--- src/rtl/fft_out_capture.sv ---
// fft_out_capture
//   Sink for the FFT source (output) stream. Each beat is reduced to a
//   magnitude approximation |re|+|im|. Bins 0..FFT_POINT/2-1 of every frame
//   are stored in a two-bank ping-pong RAM. Completed frames are handed to a
//   reader oldest first, using a bank-valid/done handshake.
//
//   Optional feature macro: FFT_CAP_DROP_CNT_EN
//     When defined, the block adds a saturating 16-bit drop_cnt output that
//     counts frame_err pulses.
//
// Ports
//   clk_50m        system clock
//   rst            async reset, active-high
//   fft_src_valid  bin beat valid
//   fft_src_sop    first bin of frame (qualified by valid)
//   fft_src_eop    last bin of frame (qualified by valid)
//   fft_src_real   signed real part
//   fft_src_imag   signed imaginary part
//   fft_src_ready  always 1 after reset; overruns are dropped, not stalled
//   rd_bank_valid  a completed frame is available to read
//   rd_addr        bin index into the available frame
//   rd_data        magnitude at rd_addr, 1-cycle registered read
//   rd_done        1-cycle pulse: reader releases the current frame
//   frame_err      1-cycle pulse on a malformed or dropped frame
//   drop_cnt       (FFT_CAP_DROP_CNT_EN only) saturating frame_err count
//
// state    | meaning
// WAIT_SOP | idle between frames, waiting for a valid sop
// CAPTURE  | storing bins of the current frame into the target bank
// DROP     | no free bank (or frame overran); discarding beats until eop
module fft_out_capture #(
  parameter int FFT_POINT = 256,
  parameter int DATA_W    = 16
) (
  input  logic                         clk_50m,
  input  logic                         rst,
  input  logic                         fft_src_valid,
  input  logic                         fft_src_sop,
  input  logic                         fft_src_eop,
  input  logic signed [DATA_W-1:0]     fft_src_real,
  input  logic signed [DATA_W-1:0]     fft_src_imag,
  output logic                         fft_src_ready,
  output logic                         rd_bank_valid,
  input  logic [$clog2(FFT_POINT)-2:0] rd_addr,
  output logic [DATA_W:0]              rd_data,
  input  logic                         rd_done,
  output logic                         frame_err
`ifdef FFT_CAP_DROP_CNT_EN
  ,
  output logic [15:0]                  drop_cnt
`endif
);

  localparam int CNT_W  = $clog2(FFT_POINT);
  localparam int ADDR_W = CNT_W - 1;
  localparam int HALF   = FFT_POINT / 2;
  localparam logic [CNT_W-1:0] LAST_BIN = CNT_W'(FFT_POINT - 1);

  typedef enum logic [1:0] {
    WAIT_SOP = 2'd0,
    CAPTURE  = 2'd1,
    DROP     = 2'd2
  } state_t;

  state_t              state_q;
  logic [CNT_W-1:0]    bin_cnt_q;
  logic                tgt_bank_q;
  logic                frame_err_q;
  logic                ready_q;

  // stage 1 of the magnitude pipeline, carrying the write/complete intent
  logic                s1_we_q;
  logic                s1_cmpl_q;
  logic                s1_bank_q;
  logic [ADDR_W-1:0]   s1_addr_q;
  logic [DATA_W-1:0]   s1_re_q;
  logic [DATA_W-1:0]   s1_im_q;

  logic [1:0]          full_q, full_d;
  logic                rd_bank_q, rd_bank_d;
  logic [DATA_W:0]     rd_data_q;

  logic [DATA_W:0]     mem [0:2*HALF-1];

  logic [DATA_W-1:0]   abs_re, abs_im;
  logic                rd_release;
  logic [1:0]          clr_mask, set_mask, eff_full;
  logic                both_full, pick_bank;

  // Two's complement negate of the most negative value wraps back to itself,
  // which read as unsigned is exactly 2^(DATA_W-1).
  assign abs_re = fft_src_real[DATA_W-1] ? $unsigned(-fft_src_real) : $unsigned(fft_src_real);
  assign abs_im = fft_src_imag[DATA_W-1] ? $unsigned(-fft_src_imag) : $unsigned(fft_src_imag);

  assign rd_release = rd_done & full_q[rd_bank_q];
  assign clr_mask   = rd_release ? (2'b01 << rd_bank_q) : 2'b00;
  assign set_mask   = s1_cmpl_q  ? (2'b01 << s1_bank_q) : 2'b00;

  // A completion still in stage 1 already owns its bank, so availability at
  // sop counts it as full; a bank released this cycle is free again.
  assign eff_full  = (full_q & ~clr_mask) | set_mask;
  assign full_d    = eff_full;
  assign both_full = &eff_full;
  assign pick_bank = eff_full[0];

  // Keep the read pointer on the oldest full bank. When the pointed bank is
  // empty but the other one holds a frame, that frame is the oldest.
  always_comb begin
    rd_bank_d = rd_bank_q ^ rd_release;
    if (!full_d[rd_bank_d] && full_d[~rd_bank_d]) begin
      rd_bank_d = ~rd_bank_d;
    end
  end

  always_ff @(posedge clk_50m or posedge rst) begin
    if (rst) begin
      state_q     <= WAIT_SOP;
      bin_cnt_q   <= '0;
      tgt_bank_q  <= 1'b0;
      frame_err_q <= 1'b0;
      s1_we_q     <= 1'b0;
      s1_cmpl_q   <= 1'b0;
      s1_bank_q   <= 1'b0;
      s1_addr_q   <= '0;
      s1_re_q     <= '0;
      s1_im_q     <= '0;
    end else begin
      s1_we_q     <= 1'b0;
      s1_cmpl_q   <= 1'b0;
      frame_err_q <= 1'b0;
      s1_re_q     <= abs_re;
      s1_im_q     <= abs_im;
      if (fft_src_valid) begin
        case (state_q)
          WAIT_SOP, DROP: begin
            if (fft_src_sop) begin
              if (fft_src_eop) begin
                frame_err_q <= 1'b1;
                state_q     <= WAIT_SOP;
              end else if (both_full) begin
                frame_err_q <= 1'b1;
                state_q     <= DROP;
              end else begin
                state_q    <= CAPTURE;
                tgt_bank_q <= pick_bank;
                bin_cnt_q  <= CNT_W'(1);
                s1_we_q    <= 1'b1;
                s1_bank_q  <= pick_bank;
                s1_addr_q  <= '0;
              end
            end else if (fft_src_eop && state_q == DROP) begin
              state_q <= WAIT_SOP;
            end
          end
          CAPTURE: begin
            if (fft_src_sop) begin
              // restart in the same bank; partial data there is never exposed
              frame_err_q <= 1'b1;
              if (fft_src_eop) begin
                state_q <= WAIT_SOP;
              end else begin
                bin_cnt_q <= CNT_W'(1);
                s1_we_q   <= 1'b1;
                s1_bank_q <= tgt_bank_q;
                s1_addr_q <= '0;
              end
            end else begin
              if (!bin_cnt_q[CNT_W-1]) begin
                s1_we_q   <= 1'b1;
                s1_bank_q <= tgt_bank_q;
                s1_addr_q <= bin_cnt_q[ADDR_W-1:0];
              end
              if (fft_src_eop) begin
                state_q <= WAIT_SOP;
                if (bin_cnt_q == LAST_BIN) begin
                  s1_cmpl_q <= 1'b1;
                  s1_bank_q <= tgt_bank_q;
                end else begin
                  frame_err_q <= 1'b1;
                end
              end else if (bin_cnt_q == LAST_BIN) begin
                // frame overran without eop: discard it and resync on eop
                frame_err_q <= 1'b1;
                state_q     <= DROP;
              end else begin
                bin_cnt_q <= bin_cnt_q + CNT_W'(1);
              end
            end
          end
          default: state_q <= WAIT_SOP;
        endcase
      end
    end
  end

  // stage 2: sum and RAM write
  always_ff @(posedge clk_50m) begin
    if (s1_we_q) begin
      mem[{s1_bank_q, s1_addr_q}] <= {1'b0, s1_re_q} + {1'b0, s1_im_q};
    end
  end

  always_ff @(posedge clk_50m or posedge rst) begin
    if (rst) begin
      full_q    <= 2'b00;
      rd_bank_q <= 1'b0;
      rd_data_q <= '0;
      ready_q   <= 1'b0;
    end else begin
      full_q    <= full_d;
      rd_bank_q <= rd_bank_d;
      rd_data_q <= mem[{rd_bank_q, rd_addr}];
      ready_q   <= 1'b1;
    end
  end

  assign fft_src_ready = ready_q;
  assign rd_bank_valid = full_q[rd_bank_q];
  assign rd_data       = rd_data_q;
  assign frame_err     = frame_err_q;

`ifdef FFT_CAP_DROP_CNT_EN
  logic [15:0] drop_cnt_q;

  always_ff @(posedge clk_50m or posedge rst) begin
    if (rst) begin
      drop_cnt_q <= '0;
    end else if (frame_err_q && drop_cnt_q != 16'hFFFF) begin
      drop_cnt_q <= drop_cnt_q + 16'd1;
    end
  end

  assign drop_cnt = drop_cnt_q;
`endif

endmodule

--- config.mk ---
export PLATFORM = sky130hd
export DESIGN_NAME = fft_out_capture
export DESIGN_NICKNAME = d
export VERILOG_FILES = /design/src/rtl/fft_out_capture.sv
export SDC_FILE = /design/constraint.sdc
export NUM_CORES = 2
export LEC_CHECK = 0
export BUFFER_PORTS_ARGS = -buffer_cell sky130_fd_sc_hd__buf_2
export CAP_MARGIN = 20
export CORE_MARGIN = 10
export CORE_UTILIZATION = 55
export CTS_BUF_LIST = sky130_fd_sc_hd__clkbuf_8
export DETAILED_ROUTE_END_ITERATION = 10
export PLACE_DENSITY_LB_ADDON = 0.08
export SETUP_SLACK_MARGIN = 0.15
export SLEW_MARGIN = 20
export SYNTH_ARGS = -nofsm -noshare
export SYNTH_HDL_FRONTEND = slang
export SYNTH_MEMORY_MAX_BITS = 65536
export SYNTH_SLANG_ARGS = --single-unit
export TNS_END_PERCENT = 10
--- constraint.sdc ---
create_clock -name clk_50m -period 20.5 [get_ports clk_50m]
set_input_delay 1.025 -clock clk_50m [delete_from_list [all_inputs] [get_ports clk_50m]]
set_output_delay 1.025 -clock clk_50m [all_outputs]
set_load 0.03 [all_outputs]
==> key figures <==
Floorplan
  – Initial core utilization: 55.2%
  – Site row count: 204
  – Placeable core region: 309000 µm²
  – Vert. Die Dim: 577 µm
  – Die area: 333000 µm²
  – Ports placed on the boundary: 65
  – Horizontal die dimension: 577 µm

Power
  – Maximum VDD drop: 152 µV
  – Leakage power: 61.0 nW
  – PwrDens: 105 nW/µm²

Synthesis
  – Mean instance size in the synthesized netlist: 23.2 µm²
  – Most area-hungry cell type in the Yosys netlist: sky130_fd_sc_hd__edfxtp_1
  – Proportion of netlist area held by the largest area contributor: 76.6%
  – Synth async-reset ratio: 1.69%
  – Multiplexer fraction of the synthesized cell area: 17.7%
  – Synthesized net count: 7428
  – Fraction of the yosys area taken by sequential cells: 77.7%
  – Compound-cell area share of the yosys netlist: 1.42%
  – Largest family of logic cells by synthesized area: multiplexers
  – Mapped Cells: 7359
  – Yosys reg bits: 4427
  – Number of flops mapped to enable cells by yosys: 4352
  – Biggest area contributors in the synthesized netlist: sky130_fd_sc_hd__edfxtp_1 (77%), sky130_fd_sc_hd__mux4_2 (16%), sky130_fd_sc_hd__mux2i_1 (2.0%)
  – Post-synthesis instance area: 171000 µm²
  – Adder and majority cell fraction of the synthesized area: 0.180%
  – Syn. warnings: 0
  – Count of different cell masters after synthesis: 52
  – Simple-gate portion of the synthesized area: 1.53%
  – Dominant register cell in the synthesized netlist: sky130_fd_sc_hd__edfxtp_1
  – Share of the synthesized netlist area taken by xor and xnor gates: 0.190%

Global routing
  – GRT Resource Usage Total: 26.7%
  – Total grt overflow: 0
  – Pin count of the biggest net entering global routing: 183
  – First-pass GRT wire length: 634 mm
  – Antenna violations before repair: 30
  – Vias in the first global route: 83800

Clocking
  – Clock latency of the later-clocked register in the worst-skew pair: 1.21 ns
  – Number of setup buffers added after CTS: 0
  – TritonCTS clock tree: built
  – Clock input transition at the sequential cells of the worst setup and hold paths: 0.07 ns
  – Sinks on Clock Net: 4427
  – Number of CTS-inserted buffers: 700
  – Maximum buffer depth of the clock tree: 4
  – Clk root buf: sky130_fd_sc_hd__clkbuf_8
  – Post-CTS Resized: 0
  – H-tree depth reported by CTS: 6

Critical path
  – R2r startpoint: s1_re_q[2]
  – Ordered list of cells on the worst path: buf_8 > buf_4 > buf_4 > buf_4 > buf_4 > mux4_2 > mux2i_1 > a22oi_1 > nand4_1 > nor2_1 > and2_1
  – CP max stage delay: 0.90 ns
  – Type of destination of the critical path: register
  – Buffering stage count on the worst path with inverters included: 5
  – Kind of start point of the critical path: input port
  – Kind of cell adding the most delay to the critical path: buffers and inverters
  – Crit Path Category: input port to register
  – Data arrival time of the worst path: 7.34 ns
  – Cell with the biggest individual delay on the critical path: sky130_fd_sc_hd__buf_4
  – Number of cells traversed by the worst register-to-register path: 11
  – Maximum net fanout on the critical path: 95
  – Required time of the critical path: 21.62 ns
  – R2R setup slack: 15.52 ns
  – Cell mode on critical path: sky130_fd_sc_hd__buf_4
  – Capturing point of the worst reg2reg path: mem[60][15]

Timing
  – Post-route fraction of the period consumed by the critical path: 30.3%
  – F_max: 161 MHz
  – Clock period minus final worst setup slack: 6.22 ns
  – Transition time at the pin with the least slew margin: 1.23 ns
  – Max-slew violation total from the final report: 0
  – Clock tree skew after final layout: 0.0570 ns
  – Accumulated negative setup slack: 0 ns
  – Final-layout worst hold slack: 0.141 ns
  – Relative max-transition margin: 17.9%
  – RSZ-0062 raised after global routing: false
  – Final Hold Viols: 0
  – Final setup violation count: 0

Final layout
  – Number of nets at the end of the flow: 8195
  – Number of fillers in the final layout: 21500
  – Most common cell after layout, fill and taps aside: sky130_fd_sc_hd__edfxtp_1
  – Fraction of final layout cells with drive strength greater than 1: 31.3%
  – Sequential cell area: 133000 µm²
  – Area of the multi-input gates: 37000 µm²
  – Layout area overhead: 12.2%
  – Top library cells by usage in the layout, fill and taps aside: sky130_fd_sc_hd__edfxtp_1 (4352), sky130_fd_sc_hd__mux4_2 (1190), sky130_fd_sc_hd__clkbuf_8 (724), sky130_fd_sc_hd__buf_4 (346), sky130_fd_sc_hd__mux2i_1 (343)

Job
  – Number of violations of the max-capacitance limit: 0

Route
  – Aggregate routed wire length: 447 mm
  – Number of routed nets with antenna violations: 0
  – Starting DRT DRC Count: 9519
  – Number of design rule violations left after detail routing: 0
  – First-pass DRT Iterations: 5
  – Average via count per standard cell: 6.36
  – Avg WL per Cell: 34.7 µm
  – Total via count after detailed routing: 81900

Worst hold path
  – Worst hold path startpoint: fft_src_valid
  – Worst Hold Endpoint: frame_err
  – Cells on Worst Hold Path: 2
  – Class of the tightest hold or removal check: input port to register

Place
  – Detailed-placement wirelength estimate: 256 mm
  – Count of buffers from port buffering: 64
  – Final weighted congestion in routability-driven placement: 0.835

Outcome
  – Status: completed
==> cell usage after synthesis, types with 38 or more instances <==
cell type	count
sky130_fd_sc_hd__edfxtp_1	4352
sky130_fd_sc_hd__mux4_2	1190
sky130_fd_sc_hd__mux2i_1	343
sky130_fd_sc_hd__nor2_1	317
sky130_fd_sc_hd__clkbuf_1	156
sky130_fd_sc_hd__a22oi_1	151
sky130_fd_sc_hd__buf_2	97
sky130_fd_sc_hd__dfrtp_1	75
sky130_fd_sc_hd__buf_1	68
sky130_fd_sc_hd__buf_4	54
sky130_fd_sc_hd__nand2_1	51
sky130_fd_sc_hd__nand2b_1	44
sky130_fd_sc_hd__nand4_1	42
sky130_fd_sc_hd__nand3_1	38
==> worst register-to-register path, stage by stage, from the launching register on <==
cell,delay [ns]
sky130_fd_sc_hd__dfrtp_1,0.37
sky130_fd_sc_hd__ha_1,0.44
sky130_fd_sc_hd__o21ai_0,0.16
sky130_fd_sc_hd__o21ai_0,0.24
sky130_fd_sc_hd__or3b_2,0.51
sky130_fd_sc_hd__a31oi_1,0.22
sky130_fd_sc_hd__a221oi_1,0.16
sky130_fd_sc_hd__xnor2_2,0.15
sky130_fd_sc_hd__buf_4,0.40
sky130_fd_sc_hd__buf_4,0.52
sky130_fd_sc_hd__buf_4,0.63
sky130_fd_sc_hd__buf_4,0.74
==> logic make-up (layout without fill, tap and decap cells) <==
family | Yosys count | count (layout)
mux | 1534 | 1534
other cells | 1 | 96
buf+inv | 421 | 1731
xor+xnor | 37 | 37
compound gates | 344 | 344
flops | 4427 | 4427
fa+ha+maj | 24 | 24
simple gates | 571 | 571
==> per-layer routing <==
layer	vias to the layer above	global-route usage (%)	part of all wire (%)
met5	-	0	0.016
met4	12	12.0	4.9
met3	774	4.69	7.4
met2	3592	42.7	49
met1	44400	36.7	39
li1	33100	-	-
==> flip-flops by register name, summed over array words and instances (netlist names), 2 cells and up <==
register and cells:
bin_cnt_q 8, full_q 2, mem 4352, rd_data 17
s1_addr_q 7, s1_im_q 16, s1_re_q 16, state_q 2
==> cell type report <==
| type | instances | area share, % |
|---|---|---|
| Clock buffer | 724 | 5.21 |
| Clock inverter | 521 | 1.41 |
| Sequential cell | 4427 | 69.3 |
| Tap cell | 4120 | 2.69 |
| Inverter | 23 | 0.0458 |
| Multi-Input combinational cell | 2511 | 19.3 |
| Antenna cell | 95 | 0.124 |
| Timing Repair Buffer | 463 | 1.94 |
==> report_power, final <==
group / internal [mW] / switching, mW / leakage [nW]
combinational: 0.448 / 1.68 / 13.6
clock: 3.48 / 3.41 / 7.37
sequential: 10.9 / 0.117 / 40.0
==> stage by stage <==
stage                     setup slack, ns  util [%]  cell area [µm²]  instances  power, mW
after CTS                           14.32      61.9           191000      12800       20.2
after floorplan                      9.87         -           171000       7359       12.6
after global placement              13.05      57.6           178000      11500       13.3
final                               14.28      62.0           191000      12900       20.1
after detailed placement            13.04      57.7           178000      11500       13.4
after global routing                13.88      62.0           191000      12900       20.8
==> worst max path at each step <==
stage / start / end / slack, ns / depth (start not counted)
3_5_place_dp: rd_addr[0] / rd_data[11] / 13.04 / 11
6_report: rd_addr[1] / rd_data[11] / 14.28 / 11
4_1_cts: rd_addr[0] / rd_data[11] / 14.32 / 11
3_3_place_gp: rd_addr[0] / rd_data[11] / 13.05 / 11
2_1_floorplan: s1_re_q[2] / mem[0][15] / 9.87 / 7
5_1_grt: rd_addr[0] / rd_data[11] / 13.88 / 11
==> repair_timing <==
item	4_1_cts	5_1_grt
hold buffers	29	0
endpoints found under the hold margin	67	0
endpoints found under the setup margin	0	0
Power figures use the tool's default switching activity.
